==> src/rtl/mixer_pkg.sv <==
`default_nettype none
// ============================================================================
// mixer_pkg : shared types and numeric helpers for the gain mixer
// Rev 1.0
// ============================================================================
package mixer_pkg;

  typedef enum logic [1:0] {
    S_IDLE  = 2'd0,
    S_MAC   = 2'd1,
    S_DRAIN = 2'd2,
    S_OUT   = 2'd3
  } state_t;

  // Headroom of $clog2(CHANNELS) bits keeps the full-precision sum from wrapping
  function automatic int acc_width(input int bitsize, input int channels);
    return 2 * bitsize + $clog2(channels);
  endfunction

  function automatic longint sat_max(input int bitsize);
    return (longint'(1) << (bitsize - 1)) - longint'(1);
  endfunction

  function automatic longint sat_min(input int bitsize);
    return -(longint'(1) << (bitsize - 1));
  endfunction

  function automatic longint gain_unity(input int bitsize);
    return longint'(1) << (bitsize - 2);
  endfunction

  localparam int     DEF_BITSIZE = 16;
  localparam longint SAT_MAX     = sat_max(DEF_BITSIZE);
  localparam longint SAT_MIN     = sat_min(DEF_BITSIZE);
  localparam longint GAIN_UNITY  = gain_unity(DEF_BITSIZE);

endpackage
`default_nettype wire

==> src/rtl/mixer_scheduler_if.sv <==
`default_nettype none
// ============================================================================
// mixer_scheduler_if : frame strobe, operand buses and mixed-sample outputs
// Rev 1.0
// ============================================================================
interface mixer_scheduler_if #(
  parameter int BITSIZE  = 16,
  parameter int CHANNELS = 4
);
  logic                         start;
  logic [CHANNELS*BITSIZE-1:0]  in_bus;
  logic [CHANNELS*BITSIZE-1:0]  gain_bus;
  logic [CHANNELS-1:0]          ch_enable;
  logic signed [BITSIZE-1:0]    out;
  logic                         out_valid;
  logic                         busy;
  logic                         overrun;

  modport master (
    output start, in_bus, gain_bus, ch_enable,
    input  out, out_valid, busy, overrun
  );

  modport slave (
    input  start, in_bus, gain_bus, ch_enable,
    output out, out_valid, busy, overrun
  );
endinterface
`default_nettype wire

==> src/rtl/mac_unit.sv <==
`default_nettype none
// ============================================================================
// mac_unit : registered multiplier, full-precision accumulator, shift/saturate
// Rev 1.0
// ============================================================================
module mac_unit
  import mixer_pkg::*;
#(
  parameter int BITSIZE  = 16,
  parameter int CHANNELS = 4
) (
  input  wire logic                      clk,
  input  wire logic                      reset,
  input  wire logic                      acc_clear,
  input  wire logic                      mul_en,
  input  wire logic                      acc_en,
  input  wire logic                      out_en,
  input  wire logic                      op_en,
  input  wire logic signed [BITSIZE-1:0] op_a,
  input  wire logic signed [BITSIZE-1:0] op_b,
  output logic signed [BITSIZE-1:0]      out,
  output logic                           out_valid
);
  localparam int PW   = 2 * BITSIZE;
  localparam int ACCW = acc_width(BITSIZE, CHANNELS);
  localparam logic signed [ACCW-1:0] LIM_HI = ACCW'(sat_max(BITSIZE));
  localparam logic signed [ACCW-1:0] LIM_LO = ACCW'(sat_min(BITSIZE));

  logic signed [PW-1:0]      prod_q, prod_d;
  logic signed [ACCW-1:0]    acc_q, acc_d;
  logic signed [BITSIZE-1:0] out_q, out_d;
  logic                      out_valid_q, out_valid_d;
  logic signed [ACCW-1:0]    shifted;
  logic signed [ACCW-1:0]    sat;

  always_comb begin
    prod_d = prod_q;
    if (mul_en) begin
      prod_d = op_en ? PW'(op_a) * PW'(op_b) : '0;
    end

    acc_d = acc_q;
    if (acc_clear) begin
      acc_d = '0;
    end else if (acc_en) begin
      acc_d = acc_q + ACCW'(prod_q);
    end

    // Arithmetic shift floors toward -inf; no rounding term is added
    shifted = acc_q >>> (BITSIZE - 2);
    if (shifted > LIM_HI) begin
      sat = LIM_HI;
    end else if (shifted < LIM_LO) begin
      sat = LIM_LO;
    end else begin
      sat = shifted;
    end

    out_d       = out_en ? sat[BITSIZE-1:0] : out_q;
    out_valid_d = out_en;
  end

  always_ff @(posedge clk or posedge reset) begin
    if (reset) begin
      prod_q      <= '0;
      acc_q       <= '0;
      out_q       <= '0;
      out_valid_q <= 1'b0;
    end else begin
      prod_q      <= prod_d;
      acc_q       <= acc_d;
      out_q       <= out_d;
      out_valid_q <= out_valid_d;
    end
  end

  assign out       = out_q;
  assign out_valid = out_valid_q;
endmodule
`default_nettype wire

==> src/rtl/mixer_scheduler.sv <==
`default_nettype none
// ============================================================================
// mixer_scheduler : per-frame scheduler feeding one shared MAC across channels
// Rev 1.0
// ============================================================================
module mixer_scheduler
  import mixer_pkg::*;
#(
  parameter int BITSIZE  = 16,
  parameter int CHANNELS = 4
) (
  input  wire logic       clk,
  input  wire logic       reset,
  mixer_scheduler_if.slave bus
);
  localparam int IDXW = $clog2(CHANNELS);
  localparam int BW   = CHANNELS * BITSIZE;
  localparam logic [IDXW-1:0] LAST_IDX = IDXW'(CHANNELS - 1);

  state_t               state_q, state_d;
  logic [IDXW-1:0]      idx_q, idx_d;
  logic [BW-1:0]        in_s_q, in_s_d;
  logic [BW-1:0]        gain_s_q, gain_s_d;
  logic [CHANNELS-1:0]  en_s_q, en_s_d;
  logic                 overrun_q, overrun_d;

  logic                      acc_clear, mul_en, acc_en, out_en, op_en;
  logic signed [BITSIZE-1:0] op_a, op_b;

  always_comb begin
    state_d   = state_q;
    idx_d     = idx_q;
    in_s_d    = in_s_q;
    gain_s_d  = gain_s_q;
    en_s_d    = en_s_q;
    acc_clear = 1'b0;

    case (state_q)
      S_IDLE: begin
        if (bus.start) begin
          in_s_d    = bus.in_bus;
          gain_s_d  = bus.gain_bus;
          en_s_d    = bus.ch_enable;
          idx_d     = '0;
          acc_clear = 1'b1;
          state_d   = S_MAC;
        end
      end
      S_MAC: begin
        idx_d = idx_q + 1'b1;
        if (idx_q == LAST_IDX) begin
          state_d = S_DRAIN;
        end
      end
      S_DRAIN: state_d = S_OUT;
      S_OUT:   state_d = S_IDLE;
      default: state_d = S_IDLE;
    endcase

    overrun_d = bus.start && (state_q != S_IDLE);

    // The product register lags one slot, so the first MAC edge has nothing to add yet
    mul_en = (state_q == S_MAC);
    acc_en = ((state_q == S_MAC) && (idx_q != '0)) || (state_q == S_DRAIN);
    out_en = (state_q == S_OUT);

    op_a  = in_s_q[int'(idx_q)*BITSIZE +: BITSIZE];
    op_b  = gain_s_q[int'(idx_q)*BITSIZE +: BITSIZE];
    op_en = en_s_q[idx_q];
  end

  always_ff @(posedge clk or posedge reset) begin
    if (reset) begin
      state_q   <= S_IDLE;
      idx_q     <= '0;
      in_s_q    <= '0;
      gain_s_q  <= '0;
      en_s_q    <= '0;
      overrun_q <= 1'b0;
    end else begin
      state_q   <= state_d;
      idx_q     <= idx_d;
      in_s_q    <= in_s_d;
      gain_s_q  <= gain_s_d;
      en_s_q    <= en_s_d;
      overrun_q <= overrun_d;
    end
  end

  mac_unit #(
    .BITSIZE  (BITSIZE),
    .CHANNELS (CHANNELS)
  ) u_mac (
    .clk       (clk),
    .reset     (reset),
    .acc_clear (acc_clear),
    .mul_en    (mul_en),
    .acc_en    (acc_en),
    .out_en    (out_en),
    .op_en     (op_en),
    .op_a      (op_a),
    .op_b      (op_b),
    .out       (bus.out),
    .out_valid (bus.out_valid)
  );

  assign bus.busy    = (state_q != S_IDLE);
  assign bus.overrun = overrun_q;
endmodule
`default_nettype wire

==> src/flat_wrapper.sv <==
// flat-port wrapper written by rule: the top's interface ports become plain ports
module mixer_scheduler_flat import mixer_pkg::*;
#(
  parameter int BITSIZE  = 16,
  parameter int CHANNELS = 4
)
  (clk, reset, bus_start, bus_in_bus, bus_gain_bus, bus_ch_enable, bus_out, bus_out_valid, bus_busy, bus_overrun);
  mixer_scheduler_if #(.BITSIZE(BITSIZE), .CHANNELS(CHANNELS)) bus_i ();
  input  wire logic clk;
  input  wire logic reset;
  input wire logic [$bits(bus_i.start)-1:0] bus_start;
  input wire logic [$bits(bus_i.in_bus)-1:0] bus_in_bus;
  input wire logic [$bits(bus_i.gain_bus)-1:0] bus_gain_bus;
  input wire logic [$bits(bus_i.ch_enable)-1:0] bus_ch_enable;
  output wire logic [$bits(bus_i.out)-1:0] bus_out;
  output wire logic [$bits(bus_i.out_valid)-1:0] bus_out_valid;
  output wire logic [$bits(bus_i.busy)-1:0] bus_busy;
  output wire logic [$bits(bus_i.overrun)-1:0] bus_overrun;
  assign bus_i.start = bus_start;
  assign bus_i.in_bus = bus_in_bus;
  assign bus_i.gain_bus = bus_gain_bus;
  assign bus_i.ch_enable = bus_ch_enable;
  assign bus_out = bus_i.out;
  assign bus_out_valid = bus_i.out_valid;
  assign bus_busy = bus_i.busy;
  assign bus_overrun = bus_i.overrun;
  mixer_scheduler #(.BITSIZE(BITSIZE), .CHANNELS(CHANNELS)) u_core (.clk(clk), .reset(reset), .bus(bus_i));
endmodule
==> config.mk <==
export PLATFORM = sky130hd
export DESIGN_NAME = mixer_scheduler_flat
export DESIGN_NICKNAME = d
export VERILOG_FILES = /design/src/rtl/mixer_pkg.sv /design/src/rtl/mixer_scheduler_if.sv /design/src/rtl/mac_unit.sv /design/src/rtl/mixer_scheduler.sv /design/src/flat_wrapper.sv
export SDC_FILE = /design/constraint.sdc
export NUM_CORES = 1
export LEC_CHECK = 0
export CORE_ASPECT_RATIO = 1.75
export CORE_MARGIN = 1.5
export CORE_UTILIZATION = 61
export CTS_CLUSTER_DIAMETER = 40
export DETAILED_ROUTE_END_ITERATION = 6
export PLACE_DENSITY = 0.84
export SLEW_MARGIN = 25
export SYNTH_ARGS = -nofsm -noshare
export SYNTH_HDL_FRONTEND = slang
export SYNTH_HIERARCHICAL = 1
export SYNTH_SLANG_ARGS = --single-unit
==> constraint.sdc <==
create_clock -name clk -period 8.35 [get_ports clk]
set_input_delay 1.67 -clock clk [delete_from_list [all_inputs] [get_ports clk]]
set_output_delay 1.67 -clock clk [all_outputs]
set_load 0.01 [all_outputs]
==> results.cfg <==
[global_routing]
grt_pass1_wl_um = 80900
grt_use_met3_pct = 3.11
grt_max_degree = 174
track_usage_pct = 28.7
grtUsageMet1_pct = 31.9
grt_pass1_vias = 16400
grt.met2_usage_pct = 53.6
grt.busiest_layer = met2
antenna_found_initial = 0
overflow = 0

[clock_tree]
clock_sinks = 220
post_cts_resized = 0
hold_buffers = 0
clk_latency_ps = 570
post_cts.repair.setup_buffers = 0
cts_tree = yes
cts_inserted_buffers = 25
htree_levels = 1
clockRootBuffer = clkbuf_16
cts_max_path_buffers = 3
clk_pin_slew_worst_paths_ps = 70

[detailed_routing]
finalWirelength_um = 48700
drt_first_pass_iters = 5
vias = 14500
drtIter0Drc = 722
ant_nets = 0
post-route-drc-count = 0
wl_per_cell_um = 19.1
vias_per_cell = 5.69

[sta]
worst_slew_pin_slew_ps = 1130
finalCriticalPeriod_ps = 7430
rsz0062_at_grt = false
finalSetupViolations = 0
final.period_utilization_pct = 89.0
hold_ws_ps = 507
fmax_mhz = 135
finalSetupTns_ps = 0
slew_headroom_pct = 24.8
report.final.slew_viol_count = 0
fin_worst_skew_ps = 15.9
hold_viol_final = 0

[yosys]
synthDistinctLibCells = 67
yosysWarningCount = 6
synth_edf_count = 0
synth_ff_type = dfrtp_1
async_flop_share_pct = 100
synth_nets = 2482
netlist_instances = 1962
ys_seq_area_share_pct = 26.1
synth_area_per_cell_um2 = 10.8
synth_area_um2 = 21100
synth-seq-cells = 220

[critical_path]
cpMostUsedCell = fa_1
cp.required_ps = 8760
crit_path_end_kind = register
cp-start-kind = register
r2r-start = u_core/idx_q[1]
crit_type = register to register
startpoint = u_core/idx_q[1]
cp_max_fo = 35
crit_path_top_delay_cell = fa_1
max_stage_delay_ps = 900
r2r_slack_ps = 920
worstPathArrival_ps = 7840
worstPathCellList = buf_4 -> mux4_2 -> nand2_1 -> inv_1 -> fa_1 -> fa_1 -> fa_1 -> fa_1 -> fa_1 -> inv_1 -> fa_1 -> inv_1 -> ha_1 -> nand2_1 -> o21bai_1 -> a211oi_1 -> o21bai_1 -> a211o_1 -> a31oi_1 -> xor2_1 -> o22ai_1

[die]
fp.dieW_um = 144
dieArea_um2 = 35800
core_um2 = 34200
fp-row-count = 90
io_pins = 154
die_h_um = 249
start_util_pct = 61.7

[placed_design]
post-dp-hpwl_um = 37700
port_buffers = 153
place_area_um2 = 22800
place_congestion = 0.942

[outcome]
outcome = finished, final reports clean

[finish]
syn2layout_area_growth_pct = 12.4
seq_area_um2 = 5510
multi_input_area_um2 = 13800
nNetsFinal = 2593
n_fill_cell = 2472
final_common_cell = inv_1
design_area_um2 = 23700
layout-drive-gt1-share_pct = 11.4
antenna_cells = 0
final_cell_mix = inv_1 (359), fa_1 (263), dfrtp_1 (219), clkdlybuf4s50_1 (153), nand2_1 (149)

[min_path]
min_from = u_core/en_s_q[3]
hold_class = register to register

[flow_run]
cap_viol_max_count = 0
==> stage by stage <==
stage / setup WS [ps] / std cells / utilization (%)
3_3_place_gp: 1220 / 2506 / 66.7
4_1_cts: 1020 / 2552 / 69.3
3_5_place_dp: 1030 / 2506 / 66.7
2_1_floorplan: 1500 / 1962 / -
5_1_grt: 536 / 2552 / 69.3
6_report: 919 / 2552 / 69.3
==> synthesized netlist by cell type (17+ instances only) <==
master / instances / area, um2
nand3_1: 17 / 85.1
mux2_4: 69 / 1040
o21ai_0: 35 / 175
ha_1: 122 / 1530
a21o_1: 27 / 203
nand2_1: 149 / 559
nand2b_1: 19 / 119
xnor2_1: 46 / 403
inv_1: 361 / 1360
mux2i_1: 22 / 220
dfrtp_1: 220 / 5510
and2_1: 126 / 788
o22ai_1: 37 / 231
nor2_1: 78 / 293
fa_1: 263 / 5270
clkbuf_1: 51 / 191
mux2_2: 66 / 743
mux4_2: 33 / 743
a21oi_1: 54 / 270
==> cell families (layout without fill, tap and decap cells) <==
logic type	count (synthesis)	count (layout)	share of synthesized area [%]
AO/OA/AOI/OAI	230	230	7.18
adder cells (fa/ha/maj)	385	385	32.2
AND/OR/NAND/NOR	437	437	10.3
multiplexers	190	190	13.0
buffers and inverters	439	569	8.70
XOR/XNOR	61	61	2.53
flip-flops	220	220	26.1
==> worst max-delay path, delay by kind of cell, from the launching register on <==
kind,cells,cell delay [ps]
simple gates,2,300
compound gates,6,1210
fa+ha+maj,7,3940
buf+inv,4,660
xor+xnor,1,170
mux,1,580
flops,1,380
==> worst paths after layout <==
check                                           to  depth (start not counted)
max                        u_core/u_mac/prod_q[28]                         21
min                               u_core/en_s_q[3]                          1
max reg2reg                u_core/u_mac/prod_q[28]                         21
min reg2reg                       u_core/en_s_q[3]                          1
max in group asynchronous      u_core/gain_s_q[34]                          3
min in group asynchronous      u_core/gain_s_q[14]                          2
==> routing by layer <==
metal | routed length (um) | share of wire [%] | up-vias
met4 | 2410 | 4.9 | 0
met1 | 17500 | 36 | 7332
met2 | 26800 | 55 | 504
met3 | 1960 | 4.0 | 168
li1 | - | - | 6520
met5 | 0 | 0 | -
==> flip-flops by register name, indices dropped and copies added (netlist names) <==
name                    count
u_core/u_mac/out           16
u_core/gain_s_q            64
u_core/idx_q                2
u_core/u_mac/out_valid      1
u_core/in_s_q              64
u_core/bus.overrun          1
u_core/state_q              2
u_core/u_mac/acc_q         34
u_core/u_mac/prod_q        32
u_core/en_s_q               4
==> cell type report <==
class,count,area share (%)
flip-flops and latches,220,23.2
inverters,363,5.77
clock inverters,17,0.949
repair buffers,160,6.80
multi-input cells,1303,58.0
clock buffers,29,2.83
well taps,460,2.43
Power is left out: the tool's default activity adds up to more than one toggle a clock period on the data nets, which glitch-free logic cannot reach.
